===== config.mk =====
export PLATFORM = sky130hd
export DESIGN_NAME = seg7_scan
export DESIGN_NICKNAME = d
export VERILOG_FILES = /design/src/rtl/seg7_scan.sv
export SDC_FILE = /design/constraint.sdc
export NUM_CORES = 1
export LEC_CHECK = 0
export CORE_UTILIZATION = 35
export CTS_BUF_LIST = sky130_fd_sc_hd__clkbuf_8
export DETAILED_ROUTE_END_ITERATION = 12
export SETUP_SLACK_MARGIN = 0.02
export SLEW_MARGIN = 20
export SYNTH_ARGS = -nofsm -noshare
export SYNTH_HDL_FRONTEND = slang
export SYNTH_SLANG_ARGS = --single-unit

===== constraint.sdc =====
create_clock -name CLK -period 2.3 [get_ports CLK]
set_clock_uncertainty 0.05 [all_clocks]
set_input_delay 0.46 -clock CLK [delete_from_list [all_inputs] [get_ports CLK]]
set_output_delay 0.46 -clock CLK [all_outputs]
set_load 0.1 [all_outputs]

===== src/rtl/seg7_scan.sv =====
// Four-digit multiplexed seven-segment driver for the MM:SS counter chain.
// Scans snapshot digits onto a common-anode display with blanking, LZB and a blinking colon.
module seg7_scan #(
  parameter logic [15:0] SCAN_DIV     = 16'd50000,
  parameter logic [15:0] BLANK_CYC    = 16'd500,
  parameter logic [7:0]  BLINK_FRAMES = 8'd125
) (
  input  logic       CLK,
  input  logic       RESET,
  input  logic [3:0] SEC1,
  input  logic [2:0] SEC10,
  input  logic [3:0] MIN1,
  input  logic [2:0] MIN10,
  input  logic       LZB,
  input  logic       BLINK_EN,
  output logic [6:0] SEG,
  output logic       DP,
  output logic [3:0] AN,
  output logic       FRAME
);

  logic [15:0] r_pc;
  logic [1:0]  r_d;
  logic [3:0]  r_s [4];
  logic [7:0]  r_fc;
  logic        r_bp;
  logic [6:0]  r_seg;
  logic        r_dp;
  logic [3:0]  r_an;
  logic        r_frame;

  logic        w_slot_end;
  logic        w_snap;
  logic        w_blank;
  logic        w_dark;
  logic [3:0]  w_digit;
  logic [6:0]  w_decode;
  logic [6:0]  w_seg_next;
  logic        w_dp_next;
  logic [3:0]  w_an_next;
  logic [3:0]  w_cap [4];

  assign w_slot_end = (r_pc == SCAN_DIV - 16'd1);
  assign w_snap     = w_slot_end && (r_d == 2'd3);
  assign w_blank    = (r_pc < BLANK_CYC);
  assign w_digit    = r_s[r_d];

  assign w_cap[0] = SEC1;
  assign w_cap[1] = {1'b0, SEC10};
  assign w_cap[2] = MIN1;
  assign w_cap[3] = {1'b0, MIN10};

  // Only the current digit's anode is pulled low, and none during the blank window.
  generate
    for (genvar gi = 0; gi < 4; gi++) begin : g_an
      assign w_an_next[gi] = w_blank || (r_d != 2'(gi));
    end
  endgenerate

  always_comb begin
    w_decode = 7'b0111111;
    case (w_digit)
      4'd0: w_decode = 7'b1000000;
      4'd1: w_decode = 7'b1111001;
      4'd2: w_decode = 7'b0100100;
      4'd3: w_decode = 7'b0110000;
      4'd4: w_decode = 7'b0011001;
      4'd5: w_decode = 7'b0010010;
      4'd6: w_decode = 7'b0000010;
      4'd7: w_decode = 7'b1111000;
      4'd8: w_decode = 7'b0000000;
      4'd9: w_decode = 7'b0010000;
      default: w_decode = 7'b0111111;
    endcase
  end

  // A blanked leading zero still drives its anode so every digit has the same duty.
  assign w_dark     = LZB && (r_d == 2'd3) && (r_s[3] == 4'd0);
  assign w_seg_next = (w_blank || w_dark) ? 7'h7F : w_decode;
  assign w_dp_next  = !(!w_blank && (r_d == 2'd2) && BLINK_EN && r_bp);

  always_ff @(posedge CLK or posedge RESET) begin
    if (RESET) begin
      r_pc    <= '0;
      r_d     <= '0;
      r_fc    <= '0;
      r_bp    <= 1'b0;
      r_seg   <= 7'h7F;
      r_dp    <= 1'b1;
      r_an    <= 4'hF;
      r_frame <= 1'b0;
      for (int i = 0; i < 4; i++) begin
        r_s[i] <= '0;
      end
    end else begin
      r_pc <= w_slot_end ? 16'd0 : r_pc + 16'd1;
      if (w_slot_end) begin
        r_d <= r_d + 2'd1;
      end
      // Inputs are captured only at the frame boundary, so a frame never mixes two counts.
      if (w_snap) begin
        for (int i = 0; i < 4; i++) begin
          r_s[i] <= w_cap[i];
        end
        if (r_fc == BLINK_FRAMES - 8'd1) begin
          r_fc <= '0;
          r_bp <= !r_bp;
        end else begin
          r_fc <= r_fc + 8'd1;
        end
      end
      r_frame <= w_snap;
      r_seg   <= w_seg_next;
      r_dp    <= w_dp_next;
      r_an    <= w_an_next;
    end
  end

  assign SEG   = r_seg;
  assign DP    = r_dp;
  assign AN    = r_an;
  assign FRAME = r_frame;

endmodule


==> results of run 1 <==
-- stage by stage --
stage	cell area (um^2)	power [uW]
2_1_floorplan	2680	1040
3_3_place_gp	3110	1090
3_5_place_dp	3110	1090
4_1_cts	3230	1740
5_1_grt	3230	1790
6_report	3230	1710
-- power by group through the flow --
stage	registers [uW]	logic, uW	clock network [uW]
final	970	99.5	641
after global routing	972	111	709
after CTS	970	103	671
after detailed placement	987	102	0
after global placement	987	102	0
after floorplan	985	53.8	0
-- critical path: cells and delay by family (launching register included) --
family / cells / cell delay [ps]
flops: 1 / 420
mux: 1 / 340
simple gates: 3 / 1310
-- layout by cell type (no fill, tap or decap), types with 3 or more instances in the layout --
cell type and instances:
dfrtp_1 42, buf_4 22, clkdlybuf4s50_1 17, nand3_1 13, dfstp_2 12, o21ai_0 12
nand2_1 12, nor2_1 12, ha_1 12, inv_1 10, a21oi_1 9, mux2_4 8
xnor2_1 8, mux2_2 8, o31ai_1 6, xor2_1 6, clkbuf_8 5, and3_1 4
nand4_1 4, and2_1 3, and4_1 3, nor3_1 3
-- metal layers --
layer / up-vias / share of wire, % / GRT usage (%)
met5: - / 0 / 0
met2: 28 / 49 / 23.7
met4: 0 / 0.41 / 3.03
met1: 875 / 47 / 18.3
li1: 901 / - / -
met3: 2 / 2.8 / 2.77
-- layout make-up --
class	count	share of cell area, %
timing repair buffer	40	11.0
clock buffer	5	2.13
inverter	11	1.28
sequential	54	42.3
tap	99	3.84
clock inverter	3	1.36
multi-input combinational	158	38.0
-- logic make-up after synthesis --
logic type               synth area share [%]
AO/OA/AOI/OAI                            8.59
XOR/XNOR                                 4.58
adder cells (fa/ha/maj)                  5.60
buffers and inverters                    3.36
flip-flops                               51.0
multiplexers                             10.7
AND/OR/NAND/NOR                          16.2
-- worst max path at each step --
stage | start | end
final | r_pc[5] | r_fc[7]
after detailed placement | r_pc[5] | r_fc[7]
after floorplan | r_pc[5] | r_fc[7]
after CTS | r_pc[5] | r_fc[7]
after global placement | r_pc[5] | r_fc[7]
after global routing | r_pc[5] | r_fc[7]
-- registers in the layout (all words and copies together), names as in the netlist --
signal and flops:
r_pc 16, r_s 14, r_fc 8, SEG 7, AN 4, r_d 2, DP 1, FRAME 1
r_bp 1
==> metrics.txt, run 1 <==
grt total ovfl=0; # DRC=0; Crit. End Element=flop; RSZ-0062 raised after global routing=yes; Crit Path Class=flop to flop; Fill cells=681; synth unique cells=46; Wirelength per Cell=13.8 um; share of cells above drive strength 1=25.5%; yosys warns=0; Starting Density=36.6%; First-pass DRT Iterations=4; post-DR vias/cell=4.88; Final Util=44.0%; critical path arrival=2360 ps; CP max stage delay=620 ps; first-pass GRT wire length=8410 um; reg2reg setup slack=80 ps; cell row count=31; endpoints failing hold=0; num ports=31; die area=0.00801 mm^2; vias in the first global route=1800; CTS tree=built; power share of the clock group=37.5%; RePlAce Congestion=0.777; non-filler instance count after layout=370; most frequent cells after synthesis=42 x dfrtp_1, 13 x nand3_1; Net Sw Power=366 uW; CP max stage cell=or4_4; Routed WL=5110 um; Max FO, Critical Path=9; final setup TNS=0 ps; final-report max-slew violation count=0; RR Startpoint=r_pc[5]; Post-synth ARST share=100%; power per cell area=530 mW/mm^2; P&R area growth vs syn=20.4%; fin crit share=96.4%; Placed Instances=362; Achievable Freq=0.451 GHz; Synth area leaders=dfrtp_1 39%, dfstp_2 12%, ha_1 5.6%; share of the synthesized area in the top cell type=39.2%; Combinational Power Share=5.8%; Rel. slew slack=74.2%; vias=1806; Max Cap Violations=0; dpl ws=86.0 ps; clock buffer count from CTS=5; min cycle time layout=2220 ps; CTS Root Buffer Type=clkbuf_8; Net Count, Synth=262; hold path depth=1; outcome=completed; Seq/Total Area, Yosys=51.0%; HPWL after detailed placement=3650 um; layout net count=300; post-cts hold buffer count=0; final setup margin=82.1 ps; TritonCTS Sinks=54; Flop pwr share=56.7%; slew of the pin with the lowest slew margin=388 ps; largest net degree at the start of global routing=55; # Post-CTS Setup Buffers=0; post-route ant nets=0; Critical Path Start Type=flop; CP cell instances=or4bb_4, or4_4, nor3_2, mux2_1; antenna violations before repair=0; Worst-path clk slew=100 ps; core area=0.00733 mm^2; Cells after Synth=232; sw frac=21.4%; Synth area leader=dfrtp_1; Post-CTS Resized=0; area of the multi-input gates=0.00123 mm^2; most common cell in the netlist=dfrtp_1; Hold Slack=428 ps; register bit total from synthesis=54; number of synthesized flops with an enable pin=0; cells on worst reg2reg path=4; port buffer count=30; Req. time, crit path=2440 ps; Chip Height=89.5 um; reg2reg end=r_fc[7]; CTS HTree Levels=2; FF/Latch Area=0.00137 mm^2; VDD IR max=0.341 mV; ys flop type=dfrtp_1; Worst Hold Path EP=DP; internal power=1350 uW; Synth Cell Area=0.00268 mm^2; Die Wd=89.5 um; Worst-Skew Late Latency=300 ps; # setup viols final=0; clk buf depth=2; Hold Crit Start=r_bp; Avg Cell Area, Syn=11.6 um^2; Iteration-0 DRC Markers=96; n_diodes=0; aggregate global-route resource usage=13.9%; worst hold-check path type=flop to flop; P_leak=0.00141 uW
No activity file was read; power rests on OpenSTA's default activity.
==> run 2: changes to the inputs <==
--- a/config.mk
+++ b/config.mk
@@ -8,6 +8,7 @@
 export CORE_UTILIZATION = 35
 export CTS_BUF_LIST = sky130_fd_sc_hd__clkbuf_8
 export DETAILED_ROUTE_END_ITERATION = 12
+export REMOVE_ABC_BUFFERS = 1
 export SETUP_SLACK_MARGIN = 0.02
 export SLEW_MARGIN = 20
 export SYNTH_ARGS = -nofsm -noshare
==> metrics.txt, run 2 (synthesis results as in run 1) <==
outcome=completed; num ports=31; Achievable Freq=0.453 GHz; largest net degree at the start of global routing=40; Starting Density=36.6%; clk buf depth=2; worst hold-check path type=primary input to async pin; layout net count=302; Top Registers=r_pc (16), r_s (14), r_fc (8); core area=0.00733 mm^2; clock buffer count from CTS=5; CP cell instances=or4_4, or4_4, nor3_4, mux2_4; final-report max-slew violation count=0; internal power=1250 uW; FF/Latch Area=0.00137 mm^2; Worst-path clk slew=100 ps; Flop pwr share=59.4%; P&R area growth vs syn=21.1%; CTS tree=built; vias=1840; VDD IR max=0.261 mV; port buffer count=30; Max FO, Critical Path=3; Wirelength per Cell=14.2 um; cell row count=31; Rel. slew slack=71.0%; Crit Path Class=flop to flop; fin crit share=96.0%; CP Buf/Inv Count=0; cell with the most instances on the worst path=or4_4; min cycle time layout=2210 ps; endpoints failing hold=0; delay-heaviest family, CP=simple AND/OR/NAND/NOR gates; grt total ovfl=0; area of the multi-input gates=0.00124 mm^2; Combinational Power Share=6.0%; Net Sw Power=387 uW; die area=0.00801 mm^2; # setup viols final=0; Crit. End Element=flop; Chip Height=89.5 um; antenna violations before repair=0; power share of the clock group=34.6%; CP max stage delay=570 ps; Worst-Skew Late Latency=310 ps; TritonCTS Sinks=54; Iteration-0 DRC Markers=69; n_diodes=0; slew of the pin with the lowest slew margin=422 ps; critical path arrival=2360 ps; Critical Path Start Type=flop; commonest cells after routing, fill and taps aside=42 x dfrtp_1, 24 x buf_4, 17 x clkdlybuf4s50_1; power per cell area=503 mW/mm^2; HPWL after detailed placement=3740 um; post-route ant nets=0; Fill cells=675; RSZ-0062 raised after global routing=yes; # DRC=0; max FFs per register=16; first-pass GRT wire length=8680 um; P_leak=0.00143 uW; Req. time, crit path=2460 ps; post-DR vias/cell=4.95; power after layout=1630 uW; vias in the first global route=1833; sw frac=23.7%; most common cell after layout, fill and taps aside=dfrtp_1; cell area after layout=0.00324 mm^2; share of cells above drive strength 1=26.7%; First-pass DRT Iterations=4; Die Wd=89.5 um; Max Cap Violations=0; Largest Register=r_pc; CP max stage cell=or4_4; Routed WL=5270 um; RePlAce Congestion=0.778; CTS HTree Levels=2; dpl cell area=0.00312 mm^2; aggregate global-route resource usage=14.5%; Final Util=44.3%; CTS Root Buffer Type=clkbuf_8
==> run 2: changes by cell type in the layout (fill, tap and decap cells not counted), sizes merged <==
cell / before / now
buf: 23 / 25
bufinv: 1 / 0
inv: 12 / 13
==> run 2: final timing paths <==
kind,from,to,slack [ps],cells after the start
max in group asynchronous,RESET,AN[1],1220,3
hold reg to reg,r_bp,r_bp,430,1
setup reg to reg,r_pc[10],r_fc[7],90,4
min in group CLK,r_bp,r_bp,430,1
hold / removal,RESET,r_pc[7],380,2
setup / recovery,r_pc[10],r_fc[7],90,4
==> run 2: power groups by stage <==
stage / clock network [uW] / registers [uW] / logic [uW]
3_3_place_gp: 0 / 987 / 100
3_5_place_dp: 0 / 988 / 101
6_report: 564 / 970 / 98.4
4_1_cts: 590 / 970 / 101
5_1_grt: 619 / 972 / 111
2_1_floorplan: 0 / 985 / 53.4
==> run 2: stage by stage <==
step                      setup TNS, ps  hold slack, ps  instances  setup WS [ps]
after detailed placement              0             413        363           77.2
after floorplan                   -2140             384        223           -156
after global placement                0             411        363            129
final                                 0             384        372           92.5
after CTS                             0             397        371           46.7
after global routing                  0             418        372           19.7
==> run 2: layout make-up <==
cell class              count  area share [%]
inverters                  11            1.27
flip-flops and latches     54            42.1
clock inverters             3           0.887
well taps                  99            3.82
multi-input cells         158            38.4
clock buffers               5            2.12
repair buffers             42            11.4
==> run 2: worst reg2reg max path, cell delays in order (launching register included) <==
cell and delay (ps):
dfrtp_1 410, or4_4 540, or4_4 570, nor3_4 210
mux2_4 320
==> run 2: timing repair <==
item / CTS / global route
resized for setup: 0 / 5
setup buffers: 0 / 1
hold buffers: 0 / 0
endpoints found under the setup margin: 0 / 3
==> run 2: routing by layer <==
| metal | vias up | track usage [%] | wire length [um] |
|---|---|---|---|
| li1 | 901 | - | - |
| met1 | 890 | 19.5 | 2410 |
| met2 | 41 | 22.6 | 2530 |
| met3 | 8 | 3.14 | 234 |
| met4 | 0 | 5.92 | 98 |
| met5 | - | 0 | 0 |
==> RTL edit 1 (flow settings as in run 2) <==
Register the output `SEG` once more, without a reset; this adds one clock of latency there. The other outputs are not delayed to match.
--- a/src/rtl/seg7_scan.sv
+++ b/src/rtl/seg7_scan.sv
@@ -117,5 +117,7 @@
   end
 
-  assign SEG   = r_seg;
+  always_ff @(posedge CLK) begin
+    SEG <= r_seg;
+  end
   assign DP    = r_dp;
   assign AN    = r_an;
Check against the original RTL: same outputs for any inputs over 10 cycles, from zero or initial values and one cycle with RESET high; that may be too few to reach the edited logic, so the function may still have changed.
==> RTL edit 1 against run 2 <==
Setup slack gained 0.0049 ns; sequential cell count rose by 7; synthesized area up 5.6%; synthesized cell count grew 3.0%; maximum frequency rose by 0.22%; total power increased by 43%; wire length increased by 1.4%; design area grew 8.9%; clock power increased by 100%; largest cell class unchanged.
==> RTL edit 1: results (changes against run 2) <==
Status: complete, no violations (unchanged)
Largest regs: r_pc x16, r_s x14, r_fc x8 (unchanged)
Wire per inst: 13.5 µm (was 14.2 µm)
Post-synth cell types: 45 (was 46)
Clock transition at the registers of the reported paths: 0.07 ns (was 0.10 ns)
P_leak: 1.56 nW (was 1.43 nW)
Top cells by count, synth: dfrtp_1 (42), nor2_1 (16), o21ai_0 (15) (was dfrtp_1 (42), nand3_1 (13))
First-pass GRT wire length: 9.16 mm (was 8.68 mm)
H-tree depth: 3 (was 2)
Fillcell total: 745 (was 675)
Worst vdd ir: 0.000382 V (was 0.000261 V)
CP Max Fanout: 12 (was 3)
# diodes: 0 (unchanged)
Ys async rst share: 0.885 (was 1.00)
Port bufs: 30 (unchanged)
Post-synthesis mux area share: 0.111 (was 0.107)
Drt initial violations: 95 (was 69)
Setup bufs post-CTS: 0 (unchanged)
Sw frac: 0.204 (was 0.237)
Worst path max stage delay: 0.55 ns (was 0.57 ns)
Largest net degree at the start of global routing: 55 (was 40)
Worst-Skew Late Latency: 0.34 ns (was 0.31 ns)
Clock Path Buffers: 2 (unchanged)
Post-DP Area: 3300 µm² (was 3120 µm²)
Yosys Warn Count: 0 (unchanged)
Pre-CTS setup slack: 0.0779 ns (was 0.0772 ns)
Slew Limit Headroom: 0.645 (was 0.710)
Synth area leaders: dfrtp_1 (37%), dfstp_2 (11%), mux2_4 (5.8%), ha_1 (5.3%), dfxtp_1 (5.0%) (was dfrtp_1 (39%), dfstp_2 (12%), ha_1 (5.6%), mux2_4 (4.5%), mux2_2 (3.4%))
Num CTS Buffers: 9 (was 5)
Fin nets: 318 (was 302)
Vias in the first global route: 1864 (was 1833)
Compound-gate portion of the synthesized area: 0.0836 (was 0.0859)
Adder-cell share of the synthesized area: 0.0531 (was 0.0560)
Vias per std cell: 4.90 (was 4.95)
Routability cong.: 0.805 (was 0.778)
Overall Global Routing Usage: 0.142 (was 0.145)
Xor-xnor portion of the synthesized cell area: 0.0464 (was 0.0458)
HPWL after detailed placement: 3.81 mm (was 3.74 mm)
Arr. time, crit path: 2.38 ns (was 2.36 ns)
Hold Crit Class: reg2reg (was in2async)
Sequential element share of the synthesized area: 0.533 (was 0.510)
Initial antenna violation count: 0 (unchanged)
Layout cells sized above 1: 0.263 (was 0.267)
-- RTL edit 1: metal layers --
layer / vias to the layer above / GRT usage / share of wire
met1: 930 / 0.199 / 0.50
met5: - / 0 / 0
met2: 49 / 0.199 / 0.44
met3: 8 / 0.0481 / 0.044
li1: 950 / - / -
met4: 0 / 0.0625 / 0.016
-- RTL edit 1: per-stage QoR --
step / utilization / instances
detailed placement: 0.424 / 379
global route: 0.455 / 395
CTS: 0.455 / 395
finish: 0.455 / 395
global placement: 0.424 / 379
floorplan: - / 233
-- RTL edit 1: final cells by class --
type | instances | share of cell area
inverters | 14 | 0.0149
clock buffers | 9 | 0.0350
repair buffers | 44 | 0.109
multi-input cells | 158 | 0.347
flip-flops and latches | 61 | 0.426
well taps | 102 | 0.0361
clock inverters | 7 | 0.0322
-- RTL edit 1: kinds of logic after synthesis --
| group | Yosys count |
|---|---|
| DFF | 61 |
| muxes | 23 |
| buffers and inverters | 20 |
| xor gates and xnor gates | 15 |
| and+or+nand+nor | 72 |
| AOI/OAI and AO/OA | 36 |
| adders and majority gates | 12 |
-- RTL edit 1: worst max-delay path, delay by kind of cell, from the launching register on --
family,cells,cell delay (ns)
buffers and inverters,1,0.22
DFF,1,0.42
muxes,1,0.30
and+or+nand+nor,2,1.10
-- RTL edit 1: power groups by stage --
stage           logic, W  registers [W]  clock network, W
2_1_floorplan  0.0000524        0.00111                 0
3_3_place_gp   0.0000973        0.00111                 0
3_5_place_dp   0.0000990        0.00111                 0
4_1_cts        0.0000994        0.00109           0.00117
5_1_grt         0.000108        0.00110           0.00123
6_report       0.0000969        0.00109           0.00114
-- RTL edit 1: worst paths after layout --
| kind | from | to | slack, ns | cells after the start |
|---|---|---|---|---|
| hold reg to reg | r_seg[3] | SEG[3] | 0.34 | 0 |
| setup reg to reg | r_pc[11] | r_s[6] | 0.1 | 4 |
| min in group asynchronous | RESET | r_pc[15] | 0.43 | 3 |
| setup / recovery | r_pc[11] | r_s[6] | 0.1 | 4 |
| hold / removal | r_seg[3] | SEG[3] | 0.34 | 0 |
| max in group asynchronous | RESET | AN[0] | 1.47 | 3 |
==> RTL edit 2 (config.mk and constraints of run 2) <==
Made on the original files. Set the parameter `BLANK_CYC` to 16'd256 (it was 16'd500).
--- a/src/rtl/seg7_scan.sv
+++ b/src/rtl/seg7_scan.sv
@@ -3,5 +3,5 @@
 module seg7_scan #(
   parameter logic [15:0] SCAN_DIV     = 16'd50000,
-  parameter logic [15:0] BLANK_CYC    = 16'd500,
+  parameter logic [15:0] BLANK_CYC    = 16'd256,
   parameter logic [7:0]  BLINK_FRAMES = 8'd125
 ) (
Function: no difference found for any inputs over 10 cycles, from zero or initial values and one cycle with RESET high; that may be too few to reach the edited logic, so the function may still have changed.
==> RTL edit 2 against run 2 <==
Setup slack better by 0.018 ns; synthesized area decreased by 2.4%; wire length shrank 5.5%; design area fell by 0.27%; non-clock buffer count up 6; sequential cell count did not move; total power increased by 0.67%; largest power group unchanged; sequential power is 2.1% lower.
==> RTL edit 2: results (changes against run 2) <==
Syn avg cell area: 9.76 µm² (was 11.6 µm²)
Hold Crit Class: reg2reg (was in2async)
Cells after DPL: 403 (was 363)
P_leak: 1.42 nW (was 1.43 nW)
Highest routing layer actually used: met4 (unchanged)
Worst Tran Pin Value: 0.557 ns (was 0.422 ns)
Drt initial violations: 90 (was 69)
Routability cong.: 0.762 (was 0.778)
HPWL after detailed placement: 3.75 mm (was 3.74 mm)
Wire per inst: 12.1 µm (was 14.2 µm)
Arr. time, crit path: 2.33 ns (was 2.36 ns)
Met3 wire len: 148 µm (was 234 µm)
Non-Filler Instances: 411 (was 372)
Status: complete, no violations (unchanged)
Met2 routed wirelength: 2.37 mm (was 2.53 mm)
RR Startpoint: r_pc[11] (was r_pc[10])
Metal-1 WL: 2.36 mm (was 2.41 mm)
Overall Global Routing Usage: 0.146 (was 0.145)
Sequential element share of the synthesized area: 0.522 (was 0.510)
CP Max Fanout: 7 (was 3)
Worst vdd ir: 0.000227 V (was 0.000261 V)
Fin nets: 341 (was 302)
Post-DP Area: 3110 µm² (was 3120 µm²)
Top cells by count, synth: nand2_1 (62), dfrtp_1 (42), nor2_1 (17) (was dfrtp_1 (42), nand3_1 (13))
Post-synth cell types: 37 (was 46)
Via count: 1976 (was 1840)
# diodes: 0 (unchanged)
Largest net degree at the start of global routing: 55 (was 40)
Layout cells sized above 1: 0.192 (was 0.267)
Synth area leaders: dfrtp_1 (40%), dfstp_2 (12%), nand2_1 (8.9%), ha_1 (5.7%), o21ai_0 (3.1%) (was dfrtp_1 (39%), dfstp_2 (12%), ha_1 (5.6%), mux2_4 (4.5%), mux2_2 (3.4%))
Vias in the first global route: 1915 (was 1833)
First-pass GRT wire length: 8.71 mm (was 8.68 mm)
P_sw: 0.000314 W (was 0.000387 W)
==> RTL edit 2: cells by family (layout without fill, tap and decap cells) <==
group,Yosys count,after routing,synth area share
AOI/OAI and AO/OA,30,30,0.0679
xor gates and xnor gates,15,15,0.0502
muxes,7,7,0.0421
and+or+nand+nor,124,124,0.221
adders and majority gates,12,12,0.0574
buffers and inverters,26,70,0.0387
DFF,54,54,0.522
==> RTL edit 2: cell type report <==
class / instances / area, µm²
Tap cell: 99 / 124
Sequential cell: 54 / 1370
Multi-Input combinational cell: 188 / 1160
Clock buffer: 6 / 82.6
Inverter: 14 / 52.6
Timing Repair Buffer: 48 / 415
Fill cell: 723 / 4020
Clock inverter: 2 / 33.8
==> RTL edit 2: metal layers <==
metal | global-route usage | vias up
li1 | - | 992
met1 | 0.188 | 934
met2 | 0.243 | 42
met3 | 0.0289 | 8
met4 | 0.0543 | 0
met5 | 0 | -
==> RTL edit 2: critical path, cell delays in order (launching register included) <==
cell,delay (ns)
dfrtp_1,0.39
or4_4,0.54
or4_4,0.55
nor3_2,0.20
mux2_2,0.34
==> RTL edit 2: path summary, 6_finish.rpt <==
kind / end / slack, ns
max: r_fc[7] / 0.11
min reg2reg: r_s[10] / 0.44
min in group asynchronous: r_pc[6] / 0.46
max in group asynchronous: SEG[1] / 1.46
max reg2reg: r_fc[7] / 0.11
min: r_s[10] / 0.44
==> RTL edit 2: repair_timing <==
item / in CTS / in global routing
resized for setup: 2 / 1
pin swaps: 0 / 1
setup endpoints to repair: 3 / 5
hold endpoints to repair: 0 / 0
setup buffers: 0 / 0
==> RTL edit 2: power by group through the flow <==
stage / Clock, W / Combinational [W] / Sequential, W
after global placement: 0 / 0.0000539 / 0.000968
after detailed placement: 0 / 0.0000532 / 0.000968
after global routing: 0.000698 / 0.0000576 / 0.000950
after floorplan: 0 / 0.0000140 / 0.000968
after CTS: 0.000658 / 0.0000534 / 0.000950
final: 0.000642 / 0.0000513 / 0.000950
==> RTL edit 2: through the flow <==
| stage | power (W) | util | setup slack (ns) |
|---|---|---|---|
| 6_report | 0.00164 | 0.446 | 0.111 |
| 5_1_grt | 0.00171 | 0.446 | 0.0232 |
| 4_1_cts | 0.00166 | 0.446 | 0.0241 |
| 3_5_place_dp | 0.00102 | 0.428 | -0.0610 |
| 3_3_place_gp | 0.00102 | 0.428 | -0.0505 |
| 2_1_floorplan | 0.000982 | - | -0.235 |
